File: config.mk
export PLATFORM = sky130hd
export DESIGN_NAME = imm_gen_stage_flat
export DESIGN_NICKNAME = d
export VERILOG_FILES = /design/src/rtl/imm_gen_stage_if.sv /design/src/rtl/imm_gen_stage.sv /design/src/flat_wrapper.sv
export SDC_FILE = /design/constraint.sdc
export NUM_CORES = 1
export LEC_CHECK = 0
export CAP_MARGIN = 25
export CORE_ASPECT_RATIO = 1.2
export CORE_UTILIZATION = 57
export DETAILED_ROUTE_END_ITERATION = 12
export PLACE_DENSITY = 0.94
export SYNTH_ARGS = -nofsm -noshare
export SYNTH_HDL_FRONTEND = slang
export SYNTH_SLANG_ARGS = --single-unit
export TNS_END_PERCENT = 30
File: constraint.sdc
create_clock -name clk -period 5.24 [get_ports clk]
set_input_delay 0.524 -clock clk [delete_from_list [all_inputs] [get_ports clk]]
set_output_delay 0.524 -clock clk [all_outputs]
set_load 0.03 [all_outputs]
File: src/rtl/imm_gen_stage_if.sv
// Handshake bundle for imm_gen_stage: instruction in, decoded immediate out.
// The stage is the slave; the surrounding pipeline (or bench) is the master.
interface imm_gen_stage_if #(
  parameter int XLEN = 32
);
  logic            flush;
  logic            in_valid;
  logic            in_ready;
  logic [31:0]     instr_in;
  logic            out_valid;
  logic            out_ready;
  logic [XLEN-1:0] imm_out;
  logic [2:0]      fmt_out;
  logic [31:0]     instr_out;

  modport master (
    output flush, in_valid, instr_in, out_ready,
    input  in_ready, out_valid, imm_out, fmt_out, instr_out
  );

  modport slave (
    input  flush, in_valid, instr_in, out_ready,
    output in_ready, out_valid, imm_out, fmt_out, instr_out
  );
endinterface

File: src/rtl/imm_gen_stage.sv
// Decode-stage immediate generator: combinational RV32I/RV64I immediate decode
// feeding a 2-entry (output + skid) buffer with a registered in_ready.
module imm_gen_stage #(
  parameter int XLEN = 32
) (
  input  logic           clk,
  input  logic           rst_n,
  imm_gen_stage_if.slave bus
);

  localparam int SHAMT_W = (XLEN == 64) ? 6 : 5;

  generate
    if (XLEN != 32 && XLEN != 64) begin : g_xlen_check
      $error("imm_gen_stage: XLEN must be 32 or 64");
    end
  endgenerate

  localparam logic [6:0] OP_LOAD   = 7'b0000011;
  localparam logic [6:0] OP_IMM    = 7'b0010011;
  localparam logic [6:0] OP_AUIPC  = 7'b0010111;
  localparam logic [6:0] OP_STORE  = 7'b0100011;
  localparam logic [6:0] OP_LUI    = 7'b0110111;
  localparam logic [6:0] OP_BRANCH = 7'b1100011;
  localparam logic [6:0] OP_JALR   = 7'b1100111;
  localparam logic [6:0] OP_JAL    = 7'b1101111;

  typedef enum logic [2:0] {
    FMT_NONE  = 3'd0,
    FMT_I     = 3'd1,
    FMT_S     = 3'd2,
    FMT_B     = 3'd3,
    FMT_U     = 3'd4,
    FMT_J     = 3'd5,
    FMT_SHAMT = 3'd6
  } fmt_e;

  typedef struct packed {
    logic [XLEN-1:0] imm;
    fmt_e            fmt;
    logic [31:0]     instr;
  } entry_t;

  logic [31:0] instr;
  logic [6:0]  opcode;
  logic [2:0]  funct3;
  logic [31:0] imm32;
  fmt_e        dec_fmt;
  entry_t      dec_entry;

  assign instr  = bus.instr_in;
  assign opcode = instr[6:0];
  assign funct3 = instr[14:12];

  // Every format is built as a 32-bit value whose bit 31 is the sign; widening
  // to XLEN is then a single signed cast (shamt is zero-extended, so bit 31 is 0).
  always_comb begin
    // NOTE: every always_comb output gets a default first so no path leaves it
    // unassigned; an unassigned path would infer a latch.
    dec_fmt = FMT_NONE;
    imm32   = '0;
    case (opcode)
      OP_LOAD, OP_JALR: begin
        dec_fmt = FMT_I;
        imm32   = {{20{instr[31]}}, instr[31:20]};
      end
      OP_IMM: begin
        if (funct3 == 3'b001 || funct3 == 3'b101) begin
          dec_fmt = FMT_SHAMT;
          imm32   = {{(32-SHAMT_W){1'b0}}, instr[20 +: SHAMT_W]};
        end else begin
          dec_fmt = FMT_I;
          imm32   = {{20{instr[31]}}, instr[31:20]};
        end
      end
      OP_STORE: begin
        dec_fmt = FMT_S;
        imm32   = {{20{instr[31]}}, instr[31:25], instr[11:7]};
      end
      OP_BRANCH: begin
        dec_fmt = FMT_B;
        imm32   = {{19{instr[31]}}, instr[31], instr[7], instr[30:25], instr[11:8], 1'b0};
      end
      OP_LUI, OP_AUIPC: begin
        dec_fmt = FMT_U;
        imm32   = {instr[31:12], 12'b0};
      end
      OP_JAL: begin
        dec_fmt = FMT_J;
        imm32   = {{11{instr[31]}}, instr[31], instr[19:12], instr[20], instr[30:21], 1'b0};
      end
      default: ;
    endcase
    dec_entry.imm   = XLEN'($signed(imm32));
    dec_entry.fmt   = dec_fmt;
    dec_entry.instr = instr;
  end

  entry_t out_q, out_d;
  entry_t skid_q, skid_d;
  logic   out_valid_q, out_valid_d;
  logic   skid_valid_q, skid_valid_d;
  logic   in_ready_q, in_ready_d;

  logic in_fire, out_fire, out_free;

  assign in_fire  = bus.in_valid && in_ready_q;
  assign out_fire = out_valid_q && bus.out_ready;
  assign out_free = !out_valid_q || out_fire;

  // The skid entry is only ever filled while the output is stalled, so it is
  // always older than anything arriving later and drains first (FIFO order).
  always_comb begin
    out_d        = out_q;
    skid_d       = skid_q;
    out_valid_d  = out_valid_q;
    skid_valid_d = skid_valid_q;
    if (bus.flush) begin
      out_valid_d  = 1'b0;
      skid_valid_d = 1'b0;
    end else if (out_free) begin
      if (skid_valid_q) begin
        out_d        = skid_q;
        out_valid_d  = 1'b1;
        skid_valid_d = 1'b0;
        if (in_fire) begin
          skid_d       = dec_entry;
          skid_valid_d = 1'b1;
        end
      end else if (in_fire) begin
        out_d       = dec_entry;
        out_valid_d = 1'b1;
      end else begin
        out_valid_d = 1'b0;
      end
    end else if (in_fire) begin
      skid_d       = dec_entry;
      skid_valid_d = 1'b1;
    end
    in_ready_d = !skid_valid_d;
  end

  always_ff @(posedge clk or negedge rst_n) begin
    if (!rst_n) begin
      // NOTE: the payload registers are reset too, not just the valids, because
      // imm_out/fmt_out/instr_out must read as zero straight out of reset.
      out_q        <= '0;
      skid_q       <= '0;
      out_valid_q  <= 1'b0;
      skid_valid_q <= 1'b0;
      in_ready_q   <= 1'b1;
    end else begin
      // NOTE: non-blocking assignments here so every flop samples the values
      // settled before the edge, independent of statement order.
      out_q        <= out_d;
      skid_q       <= skid_d;
      out_valid_q  <= out_valid_d;
      skid_valid_q <= skid_valid_d;
      in_ready_q   <= in_ready_d;
    end
  end

  assign bus.in_ready  = in_ready_q;
  assign bus.out_valid = out_valid_q;
  assign bus.imm_out   = out_q.imm;
  assign bus.fmt_out   = out_q.fmt;
  assign bus.instr_out = out_q.instr;

endmodule

File: src/flat_wrapper.sv
// flat-port wrapper written by rule: the top's interface ports become plain ports
module imm_gen_stage_flat 
#(
  parameter int XLEN = 32
)
  (clk, rst_n, bus_flush, bus_in_valid, bus_instr_in, bus_out_ready, bus_in_ready, bus_out_valid, bus_imm_out, bus_fmt_out, bus_instr_out);
  imm_gen_stage_if #(.XLEN(XLEN)) bus_i ();
  input  logic clk;
  input  logic rst_n;
  input wire logic [$bits(bus_i.flush)-1:0] bus_flush;
  input wire logic [$bits(bus_i.in_valid)-1:0] bus_in_valid;
  input wire logic [$bits(bus_i.instr_in)-1:0] bus_instr_in;
  input wire logic [$bits(bus_i.out_ready)-1:0] bus_out_ready;
  output wire logic [$bits(bus_i.in_ready)-1:0] bus_in_ready;
  output wire logic [$bits(bus_i.out_valid)-1:0] bus_out_valid;
  output wire logic [$bits(bus_i.imm_out)-1:0] bus_imm_out;
  output wire logic [$bits(bus_i.fmt_out)-1:0] bus_fmt_out;
  output wire logic [$bits(bus_i.instr_out)-1:0] bus_instr_out;
  assign bus_i.flush = bus_flush;
  assign bus_i.in_valid = bus_in_valid;
  assign bus_i.instr_in = bus_instr_in;
  assign bus_i.out_ready = bus_out_ready;
  assign bus_in_ready = bus_i.in_ready;
  assign bus_out_valid = bus_i.out_valid;
  assign bus_imm_out = bus_i.imm_out;
  assign bus_fmt_out = bus_i.fmt_out;
  assign bus_instr_out = bus_i.instr_out;
  imm_gen_stage #(.XLEN(XLEN)) u_core (.clk(clk), .rst_n(rst_n), .bus(bus_i));
endmodule
==> flow_summary.toml, run 1 <==
[flow_run]
max_cap_violations = 0

[worst_setup_path]
critPathCaptureType = "register"
crit_start = "u_core.skid_valid_q"
cp.required_ns = 5.54
critical_path_arrival_ns = 3.63
path_class = "reg -> reg"
crit_end = "u_core.skid_q[38]"
r2r_cells = 6
r2r-start = "u_core.skid_valid_q"
rrSetupSlack_ns = 1.91
critPathMaxFanout = 44
r2r-end = "u_core.skid_q[38]"
cp-start-kind = "register"

[clock_tree]
cts-hold-fix-buffers = 0
clk_pin_slew_ns = 0.06
clock_path_buffers = 2
ctsRootBufferMaster = "clkbuf_16"
cts.sinks = 137
clk_latency_ns = 0.43
cts_resized = 0
cts_tree = "yes"
cts_buffers = 17
cts.htree.levels = 4
cts_setup_buffers = 0

[synth]
synth_ff_type = "dfrtp_1"
ys_top_cells_by_count = "nand2_1, dfrtp_1, o21ai_0, clkbuf_1, mux2i_1"
ys_ff_latch = 137
synth-edff-count = 0
synthCells = 631
synth_area_leaders = "dfrtp_1, nand2_1, mux2i_1"
netlist.area_leader.share = 0.563
synth_area_sq_um = 6040
synth_nets = 668
syn_area_per_cell_sq_um = 9.57
ys_async_sr_fraction = 1.00
ys_seq_area_frac = 0.568
synth.most_common_cell = "nand2_1"
synth_largest_area_cell = "dfrtp_1"
ys_types = 40
yosys_warnings = 0

[die]
num_rows = 40
start_util = 0.594
die_x_um = 96.0
core_area_sq_um = 10200
fp.dieArea_sq_um = 11000
io_pins = 106
chipHeight_um = 115

[routing]
drc_errors = 0
vias = 5567
drt_first_pass_iters = 9
routed_via_density = 6.50
drtAntennaViolNets = 0
routed_wl_um = 17700
drt_iter0_drc = 576
drt-wirelength-per-cell_um = 20.7

[sta]
slew_violations = 0
fmax_mhz = 301
period_share = 0.635
skew_ns = 0.00760
hold_viol = 0
rsz0062_at_grt = "no"
setup-tns-final_ns = 0
worst_slew_pin_slew_ns = 1.08
final.min_clock_period_ns = 3.33
setup_viol = 0
slew_headroom = 0.279

[cells_and_area]
fin_cells = 857
nets = 755
syn_to_final_growth_pct = 28.5
diodes = 0
drive_above_1_share = 0.0752
nFillCells = 600

[place]
gp_congestion = 0.816
io_buffers = 105
dp_hpwl_um = 10500
dp.cells = 824

[pwr]
powerDensity_nw_per_um2 = 429
switching_share = 0.311
p_switching_mw = 1.04
clockPowerShare = 0.374
leakage_nw = 3.31
p_comb_frac = 0.215
p_int_mw = 2.30
pwr-share-seq = 0.411
ir_worst_vdd_v = 0.000242

[status]
status = "complete, no violations"

[global_route]
grt_pass1_vias = 5569
grt_usage = 0.337
grt_max_degree = 95
antenna_found_initial = 0
overflow = 0
grt_pass1_wl_um = 27400

[worst_hold_path]
min_path_type = "in -> async"
cells by family (layout without fill, tap and decap cells):
| group | count (synthesis) | count (layout) | synth area share |
|---|---|---|---|
| compound gates | 155 | 155 | 0.162 |
| fa+ha+maj | 1 | 1 | 0.00166 |
| simple gates | 250 | 250 | 0.173 |
| xor+xnor | 1 | 1 | 0.00145 |
| flops | 137 | 137 | 0.568 |
| mux | 32 | 32 | 0.0530 |
| buf+inv | 55 | 155 | 0.0412 |
metal layers:
layer  part of all wire  GRT usage  routed length [um]
met2               0.49      0.526                8650
met4              0.052      0.207                 927
met5                  0          0                   0
met1               0.37      0.418                6510
met3              0.091     0.0873                1610
metrics by stage:
stage | hold WS [ns] | power (mW) | utilization | instance area, sq um | worst slack (ns)
global placement | 0.456 | 2.03 | 0.699 | 7100 | 2.01
finish | 0.149 | 3.33 | 0.764 | 7760 | 1.91
CTS | 0.217 | 3.32 | 0.763 | 7750 | 2.02
global route | 0.244 | 3.45 | 0.764 | 7760 | 1.86
detailed placement | 0.462 | 2.07 | 0.702 | 7140 | 2.13
floorplan | 0.228 | 1.75 | - | 6040 | 3.21
cells in the final DEF (no fill, tap or decap), types with 5 or more instances in the layout:
| cell | instances |
|---|---|
| nor4_1 | 9 |
| clkbuf_16 | 17 |
| nand3_1 | 6 |
| nor3_1 | 5 |
| a21oi_1 | 11 |
| inv_1 | 9 |
| a221oi_1 | 8 |
| buf_4 | 5 |
| o211ai_1 | 15 |
| nor2_1 | 29 |
| o21ai_0 | 56 |
| mux2i_1 | 32 |
| clkdlybuf4s50_1 | 104 |
| o22ai_1 | 21 |
| dfrtp_1 | 135 |
| nand2_1 | 182 |
| o21bai_1 | 9 |
| a31oi_1 | 27 |
power groups by stage:
stage / Combinational (mW) / Sequential [mW] / Clock [mW]
finish: 0.715 / 1.37 / 1.25
global route: 0.768 / 1.39 / 1.29
CTS: 0.712 / 1.36 / 1.24
detailed placement: 0.695 / 1.38 / 0
global placement: 0.660 / 1.37 / 0
floorplan: 0.225 / 1.52 / 0
cell type report:
cell class                 count  area [sq um]  share of cell area
timing repair buffer         113          1140               0.147
clock buffer                  18           439              0.0566
tap                          126           158              0.0203
clock inverter                14           174              0.0224
multi-input combinational    439          2380               0.307
sequential                   137          3430               0.442
inverter                      10          37.5             0.00483
how the worst min path moves through the flow:
stage,endpoint,slack [ns],cells past startpoint
global placement,u_core.skid_q[33],0.46,2
finish,u_core.skid_q[41],0.15,1
floorplan,u_core.bus.fmt_out[0],0.23,0
detailed placement,u_core.skid_q[13],0.46,2
CTS,u_core.bus.instr_out[25],0.22,1
global route,u_core.bus.instr_out[26],0.24,1
flip-flops by register name, indices dropped and copies added (netlist names):
register and flops:
u_core.bus.out_valid 1, u_core.bus.instr_out 32, u_core.bus.fmt_out 3, u_core.bus.imm_out 32, u_core.skid_q 67, u_core.skid_valid_q 1, u_core.bus.in_ready 1
critical path, stage by stage (launching register included):
cell and delay, ns:
dfrtp_2 0.74, buf_4 0.58, clkinv_1 0.60, a21o_2 0.58, buf_12 0.29, a221oi_1 0.32
nor2_1 0.08
(Power assumes the default switching activity.)
==> run 2, diff against run 1 <==
--- a/config.mk
+++ b/config.mk
@@ -7,9 +7,9 @@
 export LEC_CHECK = 0
 export CAP_MARGIN = 25
 export CORE_ASPECT_RATIO = 1.2
-export CORE_UTILIZATION = 57
+export CORE_UTILIZATION = 53
 export DETAILED_ROUTE_END_ITERATION = 12
-export PLACE_DENSITY = 0.94
+export PLACE_DENSITY = 0.89
 export SYNTH_ARGS = -nofsm -noshare
 export SYNTH_HDL_FRONTEND = slang
 export SYNTH_SLANG_ARGS = --single-unit
==> constraint.sdc (replaced) <==
create_clock -name clk -period 3.2 [get_ports clk]
set_input_delay 0.32 -clock clk [delete_from_list [all_inputs] [get_ports clk]]
set_output_delay 0.32 -clock clk [all_outputs]
set_load 0.03 [all_outputs]
==> flow_summary.toml, run 2 (synthesized netlist as in run 1, its figures left out) <==
[status]
status = "finished, violations left"
violations = "negative hold slack"

[cells_and_area]
drive_above_1_share = 0.0812
fin_area_sq_um = 7790
final_cell_mix = "nand2_1, dfrtp_1, clkdlybuf4s50_1"
nets = 763
largest_reg_flops = 67
diodes = 0
syn_to_final_growth_pct = 29.0
mostFrequentLayoutCell = "nand2_1"
top_register = "u_core.skid_q"
fin_util = 0.703
fin_cells = 893

[global_route]
overflow = 0
grt_usage = 0.292
antenna_found_initial = 0
grt_max_degree = 98
grt_pass1_vias = 5349
grt_pass1_wl_um = 26500

[worst_setup_path]
path_class = "reg -> reg"
cp.required_ns = 3.49
rrSetupSlack_ns = 0.87
critical_path_arrival_ns = 2.62
critPathMaxFanout = 46
r2r-start = "u_core.skid_valid_q"
r2r_cells = 5
r2r-end = "u_core.skid_q[39]"
critPathCaptureType = "register"
cp-start-kind = "register"

[clock_tree]
clk_pin_slew_ns = 0.06
clk_latency_ns = 0.42
cts.htree.levels = 4
cts-hold-fix-buffers = 0
cts_buffers = 17
clock_path_buffers = 2
cts_setup_buffers = 0
cts.sinks = 137
cts_tree = "yes"
ctsRootBufferMaster = "clkbuf_16"
cts_resized = 0

[sta]
worst_slew_pin_slew_ns = 0.883
setup_viol = 0
setup-tns-final_ns = 0
slew_headroom = 0.411
timing.hold.ws_ns = -0.0131
period_share = 0.727
fmax_mhz = 430
skew_ns = 0.00612
hold_viol = 8
rsz0062_at_grt = "no"
slew_violations = 0
final.min_clock_period_ns = 2.33

[place]
io_buffers = 105
dpl_cell_area_sq_um = 7240
dp_hpwl_um = 10400
dp.cells = 861
gp_congestion = 0.862

[die]
fp.dieArea_sq_um = 11800
start_util = 0.545
io_pins = 106
chipHeight_um = 119
num_rows = 42
core_area_sq_um = 11100
die_x_um = 99.5

[pwr]
total_power_mw = 5.21
powerDensity_nw_per_um2 = 669
p_int_mw = 3.63
switching_share = 0.303
leakage_nw = 3.34
ir_worst_vdd_v = 0.000386
pwr-share-seq = 0.429
p_switching_mw = 1.58
clockPowerShare = 0.351
p_comb_frac = 0.220

[routing]
routed_wl_um = 16300
drc_errors = 0
drt_iter0_drc = 475
drtAntennaViolNets = 0
routed_via_density = 6.03
drt_first_pass_iters = 6
drt-wirelength-per-cell_um = 18.3
vias = 5381

[worst_hold_path]
min_path_type = "in -> async"

[flow_run]
max_cap_violations = 0
-- run 2: cell types whose count changed in the layout (fill, tap and decap cells not counted), sizes merged --
cell,before,now
inv,10,9
clkinvlp,4,1
buf,8,17
clkinv,7,8
clkbuf,19,23
bufinv,3,1
-- run 2: through the flow --
stage	setup WS (ns)	hold slack (ns)
2_1_floorplan	1.37	0.0244
3_3_place_gp	0.802	0.457
3_5_place_dp	0.669	0.463
4_1_cts	0.913	0.0288
5_1_grt	0.767	0.0564
6_report	0.873	-0.0131
-- run 2: worst max path at each step --
stage                             start           endpoint  slack (ns)  cells after the start
global placement        bus_instr_in[6]  u_core.skid_q[56]        0.80                      5
detailed placement      bus_instr_in[6]  u_core.skid_q[57]        0.67                      5
CTS                 u_core.skid_valid_q  u_core.skid_q[39]        0.91                      5
finish              u_core.skid_valid_q  u_core.skid_q[39]        0.87                      5
global route        u_core.skid_valid_q  u_core.skid_q[39]        0.77                      5
floorplan               bus_instr_in[3]  u_core.skid_q[54]        1.37                      7
-- run 2: power groups by stage --
stage / clock network [mW] / registers (mW) / logic (mW)
2_1_floorplan: 0 / 2.49 / 0.369
3_3_place_gp: 0 / 2.24 / 1.10
3_5_place_dp: 0 / 2.26 / 1.14
4_1_cts: 1.84 / 2.23 / 1.15
5_1_grt: 1.93 / 2.26 / 1.24
6_report: 1.83 / 2.24 / 1.15
-- run 2: layer usage --
metal  vias to the layer above  GRT usage  share of wire
met5                         -          0              0
met4                         0      0.152          0.035
met3                        50     0.0522          0.084
met2                       340      0.475           0.49
met1                      2613      0.373           0.39
li1                       2378          -              -
-- run 2: final cells by class --
cell class                 instances  area (sq um)
clock inverter                     9          72.6
clock buffer                      23           478
fill                             786          3300
timing repair buffer             121          1200
sequential                       137          3430
multi-input combinational        439          2380
tap                              154           193
inverter                          10          37.5
-- run 2: critical path: stages, from the launching register on --
cell      delay, ns
dfrtp_2        0.82
clkinv_1       0.21
a21o_2         0.53
buf_12         0.31
a221oi_1       0.25
nor2_1         0.07
